## config.mk

```make
export PLATFORM = sky130hd
export DESIGN_NAME = cp0_intc
export DESIGN_NICKNAME = d
export VERILOG_FILES = /design/src/rtl/cp0_pkg.sv /design/src/rtl/cp0_timer.sv /design/src/rtl/cp0_intc.sv
export SDC_FILE = /design/constraint.sdc
export NUM_CORES = 1
export LEC_CHECK = 0
export CORE_ASPECT_RATIO = 0.5
export CORE_UTILIZATION = 40
export CTS_CLUSTER_DIAMETER = 150
export DETAILED_ROUTE_END_ITERATION = 10
export GPL_TIMING_DRIVEN = 0
export PLACE_DENSITY = 0.73
export SYNTH_ARGS = -nofsm -noshare
export SYNTH_HDL_FRONTEND = slang
export SYNTH_SLANG_ARGS = --single-unit
```

## constraint.sdc

```tcl
create_clock -name clk -period 2.67 [get_ports clk]
set_input_delay 0.267 -clock clk [delete_from_list [all_inputs] [get_ports clk]]
set_output_delay 0.267 -clock clk [all_outputs]
set_load 0.005 [all_outputs]
```

## src/rtl/cp0_pkg.sv

```systemverilog
// Shared CP0 definitions: register indices, Status/Cause bit positions and exception codes.
package cp0_pkg;

    localparam logic [4:0] CP0_COUNT   = 5'd9;
    localparam logic [4:0] CP0_COMPARE = 5'd11;
    localparam logic [4:0] CP0_STATUS  = 5'd12;
    localparam logic [4:0] CP0_CAUSE   = 5'd13;
    localparam logic [4:0] CP0_EPC     = 5'd14;

    localparam int unsigned IE          = 0;
    localparam int unsigned EXL         = 1;
    localparam int unsigned IM_LSB      = 8;
    localparam int unsigned IP_LSB      = 8;
    localparam int unsigned EXCCODE_LSB = 2;

    typedef enum logic [4:0] {
        INT = 5'd0,
        SYS = 5'd8,
        OV  = 5'd12
    } exc_code_t;

endpackage

```

## src/rtl/cp0_timer.sv

```systemverilog
// Count/Compare timer with sticky TI flag; removed entirely when TIMER_EN is 0.
module cp0_timer
    import cp0_pkg::*;
#(
    parameter int unsigned DATA_W   = 32,
    parameter bit          TIMER_EN = 1'b1
) (
    input  logic              clk,
    input  logic              reset,
    input  logic              write_c0W,
    input  logic [4:0]        writeregW,
    input  logic [DATA_W-1:0] resultW,
    output logic [DATA_W-1:0] count,
    output logic [DATA_W-1:0] compare,
    output logic              ti
);

    if (TIMER_EN) begin : g_timer
        localparam logic [DATA_W-1:0] One = DATA_W'(1);

        logic [DATA_W-1:0] count_q, count_d;
        logic [DATA_W-1:0] compare_q, compare_d;
        logic              ti_q, ti_d;
        logic              wr_count, wr_compare;

        always_comb begin
            wr_count   = write_c0W && (writeregW == CP0_COUNT);
            wr_compare = write_c0W && (writeregW == CP0_COMPARE);
            count_d    = wr_count ? resultW : count_q + One;
            compare_d  = wr_compare ? resultW : compare_q;
            // Match uses the pre-increment count; a Compare write acknowledges TI.
            ti_d       = wr_compare ? 1'b0 : (ti_q | (count_q == compare_q));
        end

        always_ff @(posedge clk) begin
            if (!reset) begin
                count_q   <= '0;
                compare_q <= '1;
                ti_q      <= 1'b0;
            end else begin
                count_q   <= count_d;
                compare_q <= compare_d;
                ti_q      <= ti_d;
            end
        end

        assign count   = count_q;
        assign compare = compare_q;
        assign ti      = ti_q;
    end else begin : g_no_timer
        logic unused_timer;
        assign unused_timer = ^{clk, reset, write_c0W, writeregW, resultW};
        assign count   = '0;
        assign compare = '0;
        assign ti      = 1'b0;
    end

endmodule

```

## src/rtl/cp0_intc.sv

```systemverilog
// Coprocessor 0 with Status/Cause/EPC, N_IRQ masked interrupt lines and exception arbitration.
module cp0_intc
    import cp0_pkg::*;
#(
    parameter int unsigned       DATA_W     = 32,
    parameter int unsigned       N_IRQ      = 6,
    parameter logic [DATA_W-1:0] EXC_VECTOR = 32'h0000_0180,
    parameter bit                TIMER_EN   = 1'b1
) (
    input  logic              clk,
    input  logic              reset,
    input  logic              write_c0W,
    input  logic [4:0]        writeregW,
    input  logic [DATA_W-1:0] resultW,
    input  logic [4:0]        rd_sel,
    output logic [DATA_W-1:0] c0D,
    input  logic              exc_req,
    input  logic [4:0]        exc_code,
    input  logic [DATA_W-1:0] exc_pc,
    input  logic [DATA_W-1:0] int_pc,
    input  logic [N_IRQ-1:0]  irq,
    input  logic              eret,
    output logic              take_exc,
    output logic [DATA_W-1:0] exc_vector,
    output logic [DATA_W-1:0] epc,
    output logic              kernel_mode
);

    logic              ie_q, ie_d;
    logic              exl_q, exl_d;
    logic [N_IRQ:0]    im_q, im_d;
    logic [N_IRQ-1:0]  ip_q;
    logic [4:0]        exc_code_q, exc_code_d;
    logic [DATA_W-1:0] epc_q, epc_d;
    logic              take_q, take_d;

    logic [DATA_W-1:0] count, compare;
    logic              ti;
    logic              wr_status, wr_epc;
    logic              int_pend, exc_take, int_take;
    logic [DATA_W-1:0] status_rd, cause_rd;

    cp0_timer #(
        .DATA_W   (DATA_W),
        .TIMER_EN (TIMER_EN)
    ) u_timer (
        .clk       (clk),
        .reset     (reset),
        .write_c0W (write_c0W),
        .writeregW (writeregW),
        .resultW   (resultW),
        .count     (count),
        .compare   (compare),
        .ti        (ti)
    );

    always_comb begin
        wr_status = write_c0W && (writeregW == CP0_STATUS);
        wr_epc    = write_c0W && (writeregW == CP0_EPC);
        int_pend  = ie_q & ~exl_q & (|({ti, ip_q} & im_q));
        exc_take  = exc_req & ~exl_q;
        int_take  = int_pend & ~exc_take;
        take_d    = exc_take | int_take;

        ie_d       = ie_q;
        exl_d      = exl_q;
        im_d       = im_q;
        epc_d      = epc_q;
        exc_code_d = exc_code_q;

        if (wr_status) begin
            ie_d  = resultW[IE];
            exl_d = resultW[EXL];
            im_d  = resultW[IM_LSB +: N_IRQ+1];
        end
        if (wr_epc) begin
            epc_d = resultW;
        end

        // Hardware events override any same-cycle software write of EXL/EPC/ExcCode.
        if (exc_take) begin
            epc_d      = exc_pc;
            exc_code_d = exc_code;
            exl_d      = 1'b1;
        end else if (int_take) begin
            epc_d      = int_pc;
            exc_code_d = INT;
            exl_d      = 1'b1;
        end else if (eret && exl_q) begin
            exl_d = 1'b0;
        end
    end

    always_ff @(posedge clk) begin
        if (!reset) begin
            ie_q       <= 1'b0;
            exl_q      <= 1'b0;
            im_q       <= '0;
            ip_q       <= '0;
            exc_code_q <= INT;
            epc_q      <= '0;
            take_q     <= 1'b0;
        end else begin
            ie_q       <= ie_d;
            exl_q      <= exl_d;
            im_q       <= im_d;
            ip_q       <= irq;
            exc_code_q <= exc_code_d;
            epc_q      <= epc_d;
            take_q     <= take_d;
        end
    end

    always_comb begin
        status_rd                          = '0;
        status_rd[IE]                      = ie_q;
        status_rd[EXL]                     = exl_q;
        status_rd[IM_LSB +: N_IRQ+1]       = im_q;
        cause_rd                           = '0;
        cause_rd[EXCCODE_LSB +: 5]         = exc_code_q;
        cause_rd[IP_LSB +: N_IRQ+1]        = {ti, ip_q};

        if (write_c0W && (writeregW == rd_sel)) begin
            c0D = resultW;
        end else begin
            case (rd_sel)
                CP0_COUNT:   c0D = count;
                CP0_COMPARE: c0D = compare;
                CP0_STATUS:  c0D = status_rd;
                CP0_CAUSE:   c0D = cause_rd;
                CP0_EPC:     c0D = epc_q;
                default:     c0D = '0;
            endcase
        end
    end

    assign take_exc    = take_q;
    assign exc_vector  = EXC_VECTOR;
    assign epc         = epc_q;
    assign kernel_mode = exl_q;

endmodule

```

Word level (Yosys, flattened, before mapping)
Cells that the tools add are included.
W data, S select, Z words.
{"block": "word_totals", "register_bits": 118, "in_bits": 122, "output_inout_bits": 98, "word_cells": 55}
{"block": "op_classes", "add_sub_neg": 1, "eq_ne": 11, "mux": 12, "n_bitwise": 10, "n_reduce_logical": 11}
{"cell": "$mux W32", "count": 5}
{"cell": "$pmux W32 S5", "count": 1}
{"cell": "$eq A5 B4 Y1 const B", "count": 9}
{"cell": "$add A32 B1 Y32 const B", "count": 1}
{"cell": "$eq A32 B32 Y1", "count": 1}
{"cell": "$mux W5", "count": 2}
{"cell": "$and A7 B7 Y7", "count": 1}
{"cell": "$reduce_or A7 Y1", "count": 1}
{"cell": "$logic_and A1 B1 Y1", "count": 6}
{"cell": "$eq A5 B5 Y1", "count": 1}
{"cell": "$and A1 B1 Y1", "count": 4}
{"cell": "$mux W1", "count": 4}
{"cell": "$reduce_bool A4 Y1", "count": 1}
{"cell": "$not A1 Y1", "count": 3}
{"cell": "$reduce_bool A3 Y1", "count": 1}
{"cell": "$or A1 B1 Y1", "count": 2}
{"cell": "$reduce_bool A2 Y1", "count": 1}
{"cell": "$reduce_or A2 Y1", "count": 1}

Depth between registers and ports, before layout
{"block": "logic_depth", "ltp_word": 6, "depth_mapped": 7, "ltp_nobuf": 6}

Cells and area by module
A second synthesis with hierarchy kept.
{"block": "hier_totals", "cells_unflattened": 822, "area_unflattened_um2": 7315.8}
{"mod": "cp0_intc", "n_inst": 1, "cells_each": 435, "area_per_inst_um2": 4175.3, "seq_area_each_um2": 1061.0}
{"mod": "cp0_timer", "n_inst": 1, "cells_each": 387, "area_per_inst_um2": 3140.5, "seq_area_each_um2": 1301.2}

Worst setup path after synthesis
OpenSTA, ideal clock, no wires.
{"block": "synth_timing", "kind": "input to output", "startpoint": "input port rd_sel[1]", "endpoint": "output port c0D[4]", "arrival_time_ns": 1.433, "required_time_ns": 2.403, "setup_slack_ns": 0.970, "path_stages": 6, "n_path_buf": 1, "cell_sequence": "inv_1 > nand2_1 > nor4b_2 > clkbuf_1 > a222oi_1 > a31oi_1"}
{"block": "synth_via", "elab_chain_cells": 3, "word_cells_on_any_way": 9, "classes_between": "eq/ne: 6; mux: 2; reduce/logical: 1"}
{"element": "start: declaration", "line_no": "cp0_intc.sv:15", "rtl": "input logic [4:0] rd_sel,"}
{"element": "$eq A5 B4 Y1 / $eq A5 B5 Y1 (equally long branches)", "line_no": "cp0_intc.sv:126, cp0_intc.sv:123"}
{"element": "$pmux W32 S5 / $logic_and A1 B1 Y1 (equally long branches)", "line_no": "cp0_intc.sv:126, cp0_intc.sv:123"}
{"element": "$mux W32 *", "line_no": "cp0_intc.sv:123", "rtl": "if (write_c0W && (writeregW == rd_sel)) begin"}
{"element": "end: declaration", "line_no": "cp0_intc.sv:16", "rtl": "output logic [DATA_W-1:0] c0D,"}
Every way passes the cells marked *; elsewhere a longest branch is shown, timed or not.

Worst setup path after layout
{"block": "layout_timing", "startpoint": "input port writeregW[4]", "endpoint": "output port c0D[2]"}
{"block": "layout_via", "elab_chain_cells": 3}
{"element": "start: declaration", "line_no": "cp0_intc.sv:13", "rtl": "input logic [4:0] writeregW,"}
{"element": "$eq A5 B5 Y1", "line_no": "cp0_intc.sv:123"}
{"element": "$logic_and A1 B1 Y1", "line_no": "cp0_intc.sv:123"}
{"element": "$mux W32", "line_no": "cp0_intc.sv:123"}
No other way between the ends.

==> key figures <==
Critical path
  • Worst EP required: 2400 ps
  • Critical Path AT: roughly 2300 ps
  • CP Capture Type: primary output
  • Crit path launch type: primary input
  • CP Max Fanout: 10
  • Critical path class: primary input to primary output
  • Worst-case reg-to-reg path depth: 5

Layout
  • Share of cells above drive strength 1: 0.1552
  • Nets@finish: ~1200
  • Fin cells: about 1300
  • Util after Layout: 0.6070
  • Number of diodes: 0
  • Synth-to-Final Area Change: 46.86%
  • Fillers: around 1400

Timing
  • Layout Skew: ~8.2 ps
  • Hold Slack: 425.2 ps
  • Fin. Hold Viols: 0
  • Setup Viol. Count Final: 0
  • Max Fclk: 383.3 MHz
  • Final min period: 2609 ps
  • Final period util: 0.9771
  • Actual slew at the worst max-slew pin: 823.6 ps
  • Slew Limit Fails: 0
  • Setup WS post-layout: slightly above 60 ps
  • Slew HR: 0.4509

Synth
  • Number of synthesized flops with an enable pin: 0
  • Synth unique cells: 54
  • Synthesized area per cell: about 8.6 sq um
  • Synth Cell Area: between 6000 and 7000 sq um
  • Largest area contributor in the netlist: dfxtp_1
  • Seq/Total Area, Yosys: 0.3452
  • Asr flop ratio synth: 0
  • Leading register cell type out of synthesis: dfxtp_1
  • Cells after Synth: ~800
  • Yosys warnings: 0
  • Yosys top cell area share: 0.3452
  • Top post-synthesis cells by area: dfxtp_1 (35%), xnor2_1 (5.6%), nand2_1 (4.7%)
  • #FFs+latches synth: between 100 and 150

Route
  • DRT Pass-1 Iters: 8
  • Final wirelength: approximately 28000 um
  • Detail Route Antenna Nets: 0
  • Highest routing layer actually used: met4
  • Via-per-instance ratio: around 5.8
  • Initial DRC count: between 800 and 900
  • WL met1: 12740 um
  • Vias: 7403
  • Met3 WL: around 3000 um
  • Met2 wire len: ~12000 um
  • WL/cell: 21.90 um
  • Residual DRC: 0

Power and ir drop
  • Clock power share: 0.477
  • Peak VDD IR: just over 500 uV
  • Pwr dens: around 520 nW/um^2
  • Internal power: between 3 and 4 mW
  • Switch share: 0.2535
  • Leak pwr: 4.193 nW
  • Gate power share: 0.158
  • Sequential power share: 0.365
  • P_sw: about 1.3 mW

Global routing
  • All-layer global routing usage: 0.3127
  • Antenna violations before repair: 0
  • Largest net degree at the start of global routing: 17
  • Grt ovf: 0
  • Vias in the first global route: 6894
  • First-pass GRT wire length: between 40000 and 50000 um

Die
  • Die Y: approximately 94 um
  • Die W: between 150 and 200 um
  • I/O pin count: 220
  • Core ar.: 16560 sq um
  • Initial core utilization: 0.4133
  • Die area: between 15000 and 20000 sq um
  • Row Count: 33

Clocking
  • CTS buffer count: 17
  • Num Clock Sinks: approximately 120
  • Root buf cell: clkbuf_16
  • CTS max path bufs: 2
  • Clock insertion delay at the later pin of the skew report: roughly 420 ps
  • # H-tree levels: 4
  • CTS tree: yes
  • # hold bufs at CTS: 0
  • Worst-path clk slew: 50 ps

Placement
  • RePlAce Congestion: about 0.92
  • Dpl ws: -599.3 ps
  • DP HPWL: roughly 21000 um
  • Dpl cells: around 1200
  • Number of I/O port buffers: 186

Run
  • Max-cap violations: 0

Hold path
  • Worst hold path type: primary input to flip-flop
  • Hold path depth: 2

Outcome
  • Status: complete, no violations
-- through the flow --
step           power (mW)  setup TNS [ps]  area (sq um)
2_1_floorplan       2.264               0          6955
3_3_place_gp        2.730          -17040          9101
3_5_place_dp        2.739          -15940          9101
4_1_cts             5.212               0         10010
5_1_grt             5.362          -12.23         10050
6_report            5.224               0         10050
-- cells in the final DEF, fill, tap and decap left out, drive strengths merged, types with 13 or more instances in the layout --
cell type,n
o221a,32
a21oi,42
clkbuf,64
nor2,72
xnor2,44
dlymetal6s2s,15
nand3,44
mux2i,17
nand4,18
conb,32
dfxtp,118
buf,65
a211oi,14
xor2,23
o21a,32
a222oi,24
o21ai,13
nand2,87
clkdlybuf4s50,164
a22o,32
-- cells in the mapped netlist (8+ instances only) --
| master | count |
|---|---|
| a211oi_1 | 13 |
| a21oi_1 | 42 |
| a221oi_1 | 9 |
| a222oi_1 | 24 |
| a22o_1 | 32 |
| and2_1 | 8 |
| and3_1 | 8 |
| buf_2 | 17 |
| buf_4 | 33 |
| clkbuf_1 | 43 |
| dfxtp_1 | 118 |
| mux2i_1 | 17 |
| nand2_1 | 86 |
| nand3_1 | 44 |
| nand4_1 | 14 |
| nor2_1 | 71 |
| o21a_1 | 32 |
| o21ai_0 | 13 |
| o221a_2 | 26 |
| xnor2_1 | 44 |
| xor2_1 | 23 |
-- area by class of cell --
cell class	count	area, sq um	share of cell area
Timing Repair Buffer	197	2006	0.1996
Clock inverter	13	178.9	0.01780
Tap cell	227	284.0	0.02826
Clock buffer	19	452.9	0.04507
Multi-Input combinational cell	604	4045	0.4025
Buffer	100	698.2	0.06947
Inverter	6	22.52	0.002241
Sequential cell	118	2362	0.2351
-- layer usage --
layer	global-route usage	vias to the layer above
met2	0.4714	463
met1	0.4460	3523
met5	0	-
met3	0.06800	37
met4	0.08811	0
li1	-	3380
-- logic make-up (layout without fill, tap and decap cells) --
kind of cell | Yosys count | after routing | share of synthesized area
other | 2 | 32 | 0.001098
xor gates and xnor gates | 67 | 67 | 0.08576
muxes | 18 | 18 | 0.02651
AOI/OAI and AO/OA | 224 | 224 | 0.2602
buffers and inverters | 106 | 335 | 0.08630
DFF | 118 | 118 | 0.3452
adders and majority gates | 1 | 1 | 0.001828
and+or+nand+nor | 262 | 262 | 0.1931
-- sequential cells by signal (all words and copies together), names as in the netlist --
register,count
epc,32
exc_code_q,5
ie_q,1
im_q,7
ip_q,6
kernel_mode,1
take_exc,1
u_timer.compare,32
u_timer.count,32
u_timer.ti,1
-- power by group through the flow --
stage | Sequential (mW) | Clock [mW] | Combinational [mW]
after floorplan | 1.92 | 0 | 0.343
after global placement | 1.94 | 0 | 0.790
after detailed placement | 1.94 | 0 | 0.798
after CTS | 1.90 | 2.49 | 0.815
after global routing | 1.91 | 2.58 | 0.871
final | 1.91 | 2.49 | 0.825
-- worst max-delay path: stages --
cell and delay, ps:
clkdlybuf4s50_1 430, xor2_1 190, nor4_2 280, nand3_2 90, buf_4 190, clkbuf_8 190
a31oi_1 150, clkdlybuf4s50_1 550
-- worst paths after layout --
kind | startpoint | to | slack (ps)
worst max-delay path | writeregW[4] | c0D[2] | 60
worst min-delay path | irq[4] | ip_q[4] | 430
worst max register to register | kernel_mode | epc[28] | 440
worst min register to register | u_timer.compare[23] | u_timer.compare[23] | 500
-- timing repair --
action | 4_1_cts | 5_1_grt
pin swaps | 10 | 6
buffers inserted | 9 | 0
gates resized for setup | 58 | 19
endpoints found under the hold margin | 0 | 0
cloned | 2 | 0
setup endpoints to repair | 32 | 31
Note: power is estimated with default switching activity, not from simulation.
